$ cat src/rtl/pcie_phy_reset_seq.sv
// PCIe PHY startup reset sequencer: filters PLL lock, releases PMA then PCS reset, raises ready.
// Optional macro PCIE_RST_SEQ_LOCK_RECOVERY_EN: lock loss after release re-sequences instead of latching FAULT.
module pcie_phy_reset_seq #(
  parameter int LOCK_STABLE_CYCLES  = 8,
  parameter int PMA_HOLD_CYCLES     = 4,
  parameter int PCS_HOLD_CYCLES     = 4,
  parameter int LOCK_TIMEOUT_CYCLES = 64,
  parameter int CNT_W               = 8
) (
  input  logic       clk_i,
  input  logic       rst_i,
  input  logic       pll_lock_i,
  input  logic       retry_i,
  output logic       pma_rst_o,
  output logic       pcs_rst_o,
  output logic       phy_ready_o,
  output logic       timeout_o,
  output logic       fault_o,
  output logic [2:0] state_o
);

  typedef enum logic [2:0] {
    IDLE        = 3'd0,
    WAIT_LOCK   = 3'd1,
    LOCK_STABLE = 3'd2,
    PMA_REL     = 3'd3,
    PCS_REL     = 3'd4,
    READY       = 3'd5,
    TIMEOUT     = 3'd6,
    FAULT       = 3'd7
  } state_t;

  localparam logic [CNT_W-1:0] STABLE_LAST  = CNT_W'(LOCK_STABLE_CYCLES - 1);
  localparam logic [CNT_W-1:0] PMA_LAST     = CNT_W'(PMA_HOLD_CYCLES - 1);
  localparam logic [CNT_W-1:0] PCS_LAST     = CNT_W'(PCS_HOLD_CYCLES - 1);
  localparam logic [CNT_W-1:0] TIMEOUT_LAST = CNT_W'(LOCK_TIMEOUT_CYCLES - 1);

`ifdef PCIE_RST_SEQ_LOCK_RECOVERY_EN
  localparam state_t LOSS_DEST = WAIT_LOCK;
`else
  localparam state_t LOSS_DEST = FAULT;
`endif

  state_t           state;
  state_t           nxt;
  logic [CNT_W-1:0] cnt;

  // NOTE: default assignment first so every path drives nxt and no latch is inferred.
  always_comb begin
    nxt = state;
    case (state)
      IDLE:        nxt = WAIT_LOCK;
      WAIT_LOCK:   if (pll_lock_i)               nxt = LOCK_STABLE;
                   else if (cnt == TIMEOUT_LAST) nxt = TIMEOUT;
      LOCK_STABLE: if (!pll_lock_i)              nxt = WAIT_LOCK;
                   else if (cnt == STABLE_LAST)  nxt = PMA_REL;
      // Lock loss outranks a hold-count expiry on the same edge.
      PMA_REL:     if (!pll_lock_i)              nxt = LOSS_DEST;
                   else if (cnt == PMA_LAST)     nxt = PCS_REL;
      PCS_REL:     if (!pll_lock_i)              nxt = LOSS_DEST;
                   else if (cnt == PCS_LAST)     nxt = READY;
      READY:       if (!pll_lock_i)              nxt = LOSS_DEST;
      TIMEOUT:     if (retry_i)                  nxt = WAIT_LOCK;
      FAULT:       nxt = FAULT;
      default:     nxt = IDLE;
    endcase
  end

  // Outputs are decoded from the next state so they change on the same edge as state.
  // NOTE: non-blocking assignments for all registered state avoid simulation race order.
  always_ff @(posedge clk_i or posedge rst_i) begin
    if (rst_i) begin
      state       <= IDLE;
      cnt         <= '0;
      pma_rst_o   <= 1'b1;
      pcs_rst_o   <= 1'b1;
      phy_ready_o <= 1'b0;
      timeout_o   <= 1'b0;
      fault_o     <= 1'b0;
      state_o     <= 3'd0;
    end else begin
      state <= nxt;
      if (nxt != state)  cnt <= '0;
      else if (cnt != '1) cnt <= cnt + 1'b1;
      pma_rst_o   <= !(nxt inside {PMA_REL, PCS_REL, READY});
      pcs_rst_o   <= !(nxt inside {PCS_REL, READY});
      phy_ready_o <= (nxt == READY);
      timeout_o   <= (nxt == TIMEOUT);
`ifdef PCIE_RST_SEQ_LOCK_RECOVERY_EN
      fault_o     <= 1'b0;
`else
      fault_o     <= (nxt == FAULT);
`endif
      state_o     <= nxt;
    end
  end

endmodule
$ cat config.mk
export PLATFORM = sky130hd
export DESIGN_NAME = pcie_phy_reset_seq
export DESIGN_NICKNAME = d
export VERILOG_FILES = /design/src/rtl/pcie_phy_reset_seq.sv
export SDC_FILE = /design/constraint.sdc
export NUM_CORES = 1
export LEC_CHECK = 0
export ABC_AREA = 1
export BUFFER_PORTS_ARGS = -buffer_cell sky130_fd_sc_hd__clkbuf_2
export CORE_MARGIN = 4
export CORE_UTILIZATION = 45
export DETAILED_ROUTE_END_ITERATION = 7
export HOLD_SLACK_MARGIN = 0.03
export SLEW_MARGIN = 40
export SYNTH_ARGS = -nofsm -noshare
export SYNTH_HDL_FRONTEND = slang
export SYNTH_SLANG_ARGS = --single-unit
export TNS_END_PERCENT = 1
$ cat constraint.sdc
create_clock -name clk_i -period 2.1 [get_ports clk_i]
set_input_delay 0.21 -clock clk_i [delete_from_list [all_inputs] [get_ports clk_i]]
set_output_delay 0.21 -clock clk_i [all_outputs]
set_load 0.01 [all_outputs]
==> results.json, run 1 <==
{
  "syn_inst": 131,
  "p_comb_share_pct": 49.3,
  "slowest_stage": "dfrtp_1",
  "critPathMaxStageDelay_ns": 0.44,
  "synth_cell_types": 22,
  "antenna_left": 0,
  "numCtsBuffers": 3,
  "crit_buf_inv": 0,
  "grt_pass1_wl_microns": 3620,
  "cp.arrival_ns": 1.96,
  "sw_frac_of_total_pct": 45.9,
  "area_delta_synth_final_pct": 13.6,
  "hold_violations": 0,
  "die_w_microns": 54.9,
  "nFillCells": 194,
  "cts.sinks": 16,
  "place_congestion": 0.801,
  "post-place-cells": 169,
  "fin_cells": 174,
  "ys.flop_type": "dfrtp_1",
  "setup_viol": 0,
  "clk_pin_slew_ns": 0.10,
  "hold_path_class": "primary input to flop",
  "cts-root-buf": "clkbuf_4",
  "pwr-share-clk_pct": 15.2,
  "power.internal_mw": 0.733,
  "run_status": "complete, no violations",
  "syn_nets": 137,
  "yosysTopAreaCell": "dfrtp_1",
  "vias_per_cell": 4.89,
  "numPortBuffers": 11,
  "drt_wl_total_microns": 2020,
  "dieArea_sq_mm": 0.00302,
  "fmax_mhz": 565,
  "clk_latency_ns": 0.29,
  "start_util_pct": 49.0,
  "layout_worst_path_cycle_share_pct": 84.3,
  "p_leak_nw": 0.578,
  "required_ns": 2.29,
  "cts_setup_buffers": 0,
  "slew_headroom_pct": 61.7,
  "drc": 0,
  "grt_use_total_pct": 17.2,
  "seqPwrFrac_pct": 35.4,
  "fp.dieH_microns": 54.9,
  "post-synth-top-count-cell": "nand2_1",
  "startpoint_type": "flop",
  "cts_tree": "done",
  "ir_drop_mv": 0.725,
  "path_cells": "ha_1 -> nand2_1 -> nor2_1 -> nand2_1 -> nand2_1 -> a21oi_1 -> nand2_2 -> nand2_1 -> nand2_1 -> nand3_2 -> nor2_1",
  "end_kind": "flop",
  "setup_tns_ns": 0,
  "n_antenna_cell": 0,
  "core_sq_mm": 0.00202,
  "yosysSeqAreaShare_pct": 40.7,
  "async_flop_share_pct": 100,
  "mappedNetlistArea_sq_um": 991,
  "io_pins": 12,
  "worstSetupPathType": "flop to flop",
  "drive_gt1_share_pct": 25.9,
  "cp_common_cell": "nand2_1",
  "rrSetupSlack_ns": 0.33,
  "antenna_found_initial": 0,
  "finClkSkew_ns": 0.00539,
  "p_per_area_mw_per_mm2": 1200,
  "critPathTopFamily": "simple AND/OR/NAND/NOR gates",
  "drt_iter0_markers": 12,
  "cts_htree_levels": 1,
  "avgRoutedWirePerCell_microns": 11.6,
  "dp_hpwl_microns": 1590,
  "post_synth.cell_area_avg_sq_um": 7.56,
  "clock_path_buffers": 2,
  "synth_enable_flop_cells": 0,
  "synthTopCellsByArea": "dfrtp_1 (35%), nand2_1 (11%), nor2_1 (9.8%), nand3_2 (6.1%), dfstp_2 (5.3%)",
  "synth_warnings": 0,
  "switching_power_mw": 0.621,
  "slew_violations": 0,
  "fin_crit_ns": 1.77,
  "grt_pass1_vias": 842,
  "rsz0062_at_grt": "false",
  "worstMarginPinSlew_ns": 0.574,
  "netlist.area_leader.share_pct": 35.4,
  "critPathMaxFanout": 8,
  "fin_nets": 154,
  "cap_violations": 0,
  "firstDrtPassIters": 4,
  "final_core_util_pct": 55.7,
  "hold_buffers": 1,
  "overflow": 0,
  "ys_ff_latch": 16,
  "cts_resized": 0,
  "grt_max_degree": 17,
  "via_count": 850,
  "synth_common_cells": "nand2_1 (28), nor2_1 (26), dfrtp_1 (14)",
  "fp-row-count": 16
}
-- state kept, by name, summed over array words and instances (netlist names) --
name	cells
cnt	8
state	3
fault_o	1
pcs_rst_o	1
phy_ready_o	1
pma_rst_o	1
timeout_o	1
-- path summary, 6_finish.rpt --
check                                 end  startpoint  cells after the start
worst max-delay path               cnt[2]      cnt[0]                     11
min in group asynchronous          cnt[3]       rst_i                      3
worst min-delay path             state[2]     retry_i                      4
worst min register to register     cnt[0]      cnt[0]                      2
max in group asynchronous       pma_rst_o       rst_i                      3
worst max register to register     cnt[2]      cnt[0]                     11
-- power by group through the flow --
stage / logic [mW] / registers (mW) / clock network (mW)
6_report: 0.668 / 0.480 / 0.206
5_1_grt: 0.785 / 0.491 / 0.221
4_1_cts: 0.676 / 0.481 / 0.212
3_5_place_dp: 0.674 / 0.485 / 0
3_3_place_gp: 0.663 / 0.482 / 0
2_1_floorplan: 0.483 / 0.500 / 0
-- metal layers --
layer	track usage (%)	wire (microns)
met5	0	0
met4	8.50	49
met3	2.41	67
met2	28.0	887
met1	22.3	1010
-- cell type report --
cell class | count | area, sq um | share of cell area [%]
Clock buffer | 4 | 36.3 | 3.22
Inverter | 17 | 63.8 | 5.67
Multi-Input combinational cell | 98 | 524 | 46.6
Sequential cell | 16 | 403 | 35.8
Tap cell | 27 | 33.8 | 3.00
Timing Repair Buffer | 12 | 65.1 | 5.78
-- kinds of logic after synthesis --
logic type | count (synthesis) | share of synthesized area, %
flops | 16 | 40.7
compound gates | 11 | 5.93
fa+ha+maj | 2 | 2.52
simple gates | 82 | 41.8
buf+inv | 17 | 6.44
xor+xnor | 3 | 2.65
-- per-stage QoR --
stage / area [sq um] / setup slack, ns / hold slack [ns] / power [mW]
finish: 1130 / 0.329 / 0.330 / 1.35
global route: 1130 / 0.0360 / 0.382 / 1.50
CTS: 1130 / 0.324 / 0.332 / 1.37
detailed placement: 1080 / 0.345 / 0.293 / 1.16
global placement: 1080 / 0.385 / 0.283 / 1.15
floorplan: 991 / 0.564 / 0.122 / 0.983
-- tightest hold or removal path, delay by kind of cell --
kind | cells | cell delay [ns]
AOI/OAI and AO/OA | 1 | 0.10
buffers and inverters | 2 | 0.15
and+or+nand+nor | 1 | 0.11
-- layout by cell type, fill, tap and decap left out, drive strengths merged, types with 2 or more instances in the layout --
cell type  synthesis  final
dfstp              2      2
nand2             31     31
a21oi              2      2
xor2               2      2
o21ai              9      9
ha                 2      2
clkbuf             0     15
nor3               4      4
nand4              2      2
dfrtp             14     14
nor2              30     30
nand3             14     14
inv               17     17
(Power assumes the default switching activity.)
==> run 2: changes to the inputs <==
clock period = 1.75 ns   (was 2.1 ns; I/O delays follow)
==> run 2 against run 1 <==
  * Power up 39%
  * Sequential power rose by 21%
  * Hold slack improved by 0.032 ns
  * Setup slack lost 0.39 ns
  * Die area did not move
  * Critical path type unchanged
  * Register-to-register slack got worse by 0.39 ns
  * The flow now finishes with violations (negative setup slack)
==> results.json, run 2 (synthesis results as in run 1) <==
{
  "cts_htree_levels": 1,
  "grt_max_degree": 17,
  "setup_tns_ns": -0.317,
  "crit_buf_inv": 0,
  "clock_path_buffers": 2,
  "dp_hpwl_microns": 1710,
  "drc": 0,
  "dieArea_sq_mm": 0.00302,
  "grt_pass1_vias": 925,
  "cap_violations": 0,
  "critPathTopFamily": "simple AND/OR/NAND/NOR gates",
  "grt_pass1_wl_microns": 3920,
  "p_leak_nw": 0.603,
  "fin_nets": 158,
  "post-place-cells": 173,
  "fin_cells": 178,
  "layout_worst_path_cycle_share_pct": 104,
  "required_ns": 1.96,
  "end_kind": "flop",
  "largest_reg_flops": 8,
  "run_status": "complete, but fails checks",
  "avgRoutedWirePerCell_microns": 13.2,
  "r2r-start": "cnt[1]",
  "slew_headroom_pct": 60.7,
  "numCtsBuffers": 3,
  "finClkSkew_ns": 0.00102,
  "fin_crit_ns": 1.81,
  "reg2regPathDepth": 10,
  "ir_drop_mv": 1.07,
  "numPortBuffers": 11,
  "timing.hold.ws_ns": 0.362,
  "cp.arrival_ns": 2.03,
  "antenna_left": 0,
  "grt_use_total_pct": 18.1,
  "drt_iter0_markers": 19,
  "rsz0062_at_grt": "true",
  "hold_violations": 0,
  "area_delta_synth_final_pct": 27.8,
  "cts-root-buf": "clkbuf_4",
  "drt_wl_total_microns": 2350,
  "fp-row-count": 16,
  "overflow": 0,
  "fmax_mhz": 551,
  "clk_latency_ns": 0.28,
  "reg_top3": "cnt x8, state x3",
  "worstSetupPathType": "flop to flop",
  "io_pins": 12,
  "failed_checks": "negative setup slack",
  "critPathMaxStageDelay_ns": 0.48,
  "min-delay-start": "retry_i",
  "reg2reg_to": "cnt[0]",
  "fp.dieH_microns": 54.9,
  "final_common_cell": "nand2_1",
  "n_antenna_cell": 0,
  "die_w_microns": 54.9,
  "core_sq_mm": 0.00202,
  "slew_violations": 0,
  "min_path_cells": 4,
  "critPathMaxFanout": 8,
  "rrSetupSlack_ns": -0.06,
  "drive_gt1_share_pct": 41.7,
  "slowest_stage": "dfrtp_2",
  "setup_viol": 8,
  "cts.sinks": 16,
  "clk_pin_slew_ns": 0.09,
  "path_cells": "ha_4 -> nand2_2 -> nor2_4 -> nand2_1 -> nand2_1 -> a21oi_2 -> nand3_2 -> nand2_2 -> nand3_4 -> nor2_1",
  "vias_per_cell": 5.15,
  "hold_path_class": "primary input to flop",
  "worstMarginPinSlew_ns": 0.589,
  "place_congestion": 0.836,
  "firstDrtPassIters": 4,
  "antenna_found_initial": 0,
  "startpoint_type": "flop",
  "cts_setup_buffers": 0,
  "via_count": 917,
  "top_register": "cnt",
  "setup_ws_ns": -0.0641,
  "cts_tree": "done",
  "p_per_area_mw_per_mm2": 1490,
  "final_cell_mix": "nand2_1 (25), nor2_1 (19), inv_1 (12), dfrtp_1 (11), clkbuf_2 (11)",
  "start_util_pct": 49.0,
  "min_to": "state[2]"
}
## run 2: cell count changes in the layout (fill, tap and decap cells not counted), moves of 3 or more
| cell | change |
|---|---|
| buf_4 | +4 |
| dfrtp_1 | -3 |
| dfrtp_2 | +3 |
| nand2_1 | -3 |
| nor2_1 | -7 |
| nor2_2 | +4 |
| nor2_4 | +3 |
## run 2: through the flow
step | total power, mW | setup WS (ns) | area, sq um | util (%)
floorplan | 1.18 | 0.214 | 991 | -
global placement | 1.46 | 0.0514 | 1110 | 54.9
detailed placement | 1.48 | -0.0430 | 1110 | 54.9
CTS | 1.79 | 0.0341 | 1180 | 58.6
global route | 2.06 | -0.156 | 1270 | 62.6
finish | 1.88 | -0.0641 | 1270 | 62.6
## run 2: where the power goes
part | internal, mW | switching (mW) | total [mW]
sequential | 0.475 | 0.105 | 0.580
combinational | 0.395 | 0.670 | 1.06
clock | 0.126 | 0.114 | 0.240
total | 0.996 | 0.888 | 1.88
## run 2: worst max path at each step
| stage | start | to | slack (ns) | cells after the start |
|---|---|---|---|---|
| floorplan | cnt[0] | cnt[7] | 0.21 | 11 |
| global placement | cnt[0] | cnt[3] | 0.05 | 10 |
| detailed placement | cnt[0] | cnt[3] | -0.04 | 9 |
| CTS | cnt[0] | cnt[3] | 0.03 | 11 |
| global route | cnt[7] | cnt[0] | -0.16 | 12 |
| finish | cnt[1] | cnt[0] | -0.06 | 10 |
## run 2: layout make-up
class	count	area (sq um)
Multi-Input combinational cell	98	631
Tap cell	27	33.8
Clock buffer	4	36.3
Timing Repair Buffer	16	95.1
Inverter	17	63.8
Fill cell	182	756
Sequential cell	16	407
## run 2: what timing repair did
action	CTS	global route
gates resized for setup	7	22
pin swaps	1	11
hold buffers	1	0
endpoints found under the setup margin	8	11
hold endpoints to repair	14	0
## run 2: tightest hold or removal path: stages
cell and delay, ns:
clkbuf_2 0.09, inv_1 0.06, o21ai_1 0.13, nand3_2 0.14
## run 2: routing by layer
layer	track usage (%)	wire (microns)	part of all wire, %
met5	0	0	0
met4	8.10	36	1.5
met3	2.41	89	3.8
met2	30.3	1120	48
met1	23.0	1100	47
==> run 3: changes to the inputs <==
CORE_UTILIZATION = 47   (was 45)
CTS_CLUSTER_DIAMETER = 60   (was default)
PLACE_DENSITY = 0.67   (was default)
==> run 3 against run 2 <==
  * The flow now finishes without violations
  * Sequential share of layout area up 1.1 points
  * Count of clock-buffer cells in the layout did not move
  * Flip-flop and latch count unchanged
  * Hold slack worse by 0.042 ns
  * Highest routed layer unchanged
  * Clock power about the same
  * Routed wire length is 11% lower
  * First-iteration DRC count is 32% lower
  * Largest power group unchanged
  * Non-clock buffer count increased by 2
  * Critical path type unchanged
==> results.json, run 3 (synthesis results as in run 1) <==
{
  "run_status": "complete, no violations",
  "grt_pass1_vias": 859,
  "post-place-cells": 171,
  "cts_htree_levels": 1,
  "core_sq_mm": 0.00198,
  "multi_input_area_sq_um": 567,
  "place_ws_ns": 0.0293,
  "drive_gt1_share_pct": 36.6,
  "cp-startpoint": "cnt[1]",
  "worstSetupPathType": "flop to flop",
  "nFillCells": 192,
  "worstMarginPinSlew_ns": 0.589,
  "finClkSkew_ns": 0.00262,
  "reg_top3": "cnt x8, state x3",
  "required_ns": 1.97,
  "timing.hold.ws_ns": 0.320,
  "end_kind": "flop",
  "dieArea_sq_mm": 0.00291,
  "fin_nets": 160,
  "p_per_area_mw_per_mm2": 1510,
  "numCtsBuffers": 3,
  "fp.dieH_microns": 53.9,
  "fin_crit_ns": 1.66,
  "drt_wl_total_microns": 2080,
  "ir_drop_mv": 1.14,
  "grt_max_degree": 17,
  "largest_reg_flops": 8,
  "grt_use_total_pct": 16.6,
  "n_antenna_cell": 0,
  "via_count": 898,
  "area_delta_synth_final_pct": 22.5,
  "antenna_left": 0,
  "avgRoutedWirePerCell_microns": 11.6,
  "cts.sinks": 16,
  "drt_iter0_markers": 13,
  "drc": 0,
  "cap_violations": 0,
  "setup_ws_ns": 0.0899,
  "clock_path_buffers": 2,
  "start_util_pct": 50.0,
  "hold_violations": 0,
  "io_pins": 12,
  "layout_worst_path_cycle_share_pct": 94.9,
  "critPathMaxFanout": 8,
  "final_common_cell": "nand2_1",
  "grt_pass1_wl_microns": 3500,
  "setup_viol": 0,
  "vias_per_cell": 4.99,
  "seq_area_sq_um": 403,
  "rsz0062_at_grt": "true",
  "cts_tree": "done",
  "fin_cells": 180,
  "dp_hpwl_microns": 1550,
  "final_cell_mix": "nand2_1 (27), nor2_1 (20), dfrtp_1 (14), inv_1 (13), clkbuf_2 (11)",
  "antenna_found_initial": 0,
  "cts-root-buf": "clkbuf_4",
  "fmax_mhz": 602,
  "p_leak_nw": 0.609,
  "overflow": 0,
  "die_w_microns": 53.9,
  "clk_pin_slew_ns": 0.09,
  "clk_latency_ns": 0.29,
  "numPortBuffers": 11,
  "place_congestion": 0.856,
  "firstDrtPassIters": 3,
  "slew_headroom_pct": 60.7,
  "min-delay-start": "retry_i",
  "startpoint_type": "flop",
  "hold_path_class": "primary input to flop",
  "fp-row-count": 16,
  "slew_violations": 0,
  "r2r-start": "cnt[1]",
  "top_register": "cnt",
  "cp.arrival_ns": 1.88,
  "final_core_util_pct": 61.2
}
[run 3: changes by cell type in the layout (fill, tap and decap cells not counted), moves of 2 or more]
| cell | change |
|---|---|
| buf_4 | +2 |
| dfrtp_1 | +3 |
| nand2_1 | +2 |
| nor2_2 | +2 |
| ha_4 | -2 |
| nor2_4 | -3 |
| nand3_1 | +2 |
| dfrtp_2 | -3 |
[run 3: area by class of cell]
class                           instances  area share (%)
Clock buffer                            4            2.99
Sequential cell                        16            33.2
Inverter                               17            5.26
Multi-Input combinational cell         98            46.7
Tap cell                               27            2.78
Timing Repair Buffer                   18            9.07
[run 3: power by group]
group / internal (mW) / switching (mW)
registers: 0.474 / 0.102
logic: 0.384 / 0.628
clock network: 0.127 / 0.115
total: 0.984 / 0.846
[run 3: stage by stage]
step                      setup TNS, ns  total power [mW]  cell area (sq um)
after floorplan                       0              1.18                991
after global placement                0              1.44               1090
after detailed placement              0              1.47               1090
after CTS                             0              1.72               1140
after global routing             -0.277              1.99               1210
final                                 0              1.83               1210
[run 3: routing by layer]
layer | share of wire (%) | vias up | global-route usage (%)
li1 | - | 461 | -
met1 | 49 | 427 | 23.4
met2 | 47 | 8 | 25.4
met3 | 2.1 | 2 | 1.66
met4 | 1.1 | 0 | 7.66
met5 | 0 | - | 0
[run 3: worst max-delay path: stages (launching register included)]
cell and delay, ns:
dfrtp_1 0.39, ha_2 0.21, nand2_1 0.07, nor2_2 0.10
nand3_1 0.12, nand2_1 0.08, nand2_1 0.06, nor2_2 0.12
nand3_1 0.09, nand2_2 0.09, nand3_4 0.13, nor2_1 0.12
[run 3: path summary, 6_finish.rpt]
| kind | endpoint | slack (ns) | cells after the start |
|---|---|---|---|
| max | cnt[0] | 0.09 | 11 |
| min | state[2] | 0.32 | 4 |
| max reg2reg | cnt[0] | 0.09 | 11 |
| min reg2reg | cnt[5] | 0.67 | 3 |
| max in group asynchronous | cnt[7] | 0.90 | 3 |
| min in group asynchronous | phy_ready_o | 0.47 | 3 |
[run 3: what timing repair did]
item | 4_1_cts | 5_1_grt
hold buffers | 1 | 0
buffers inserted | 0 | 4
endpoints found under the setup margin | 0 | 12
hold endpoints to repair | 14 | 0
gates resized for setup | 0 | 13
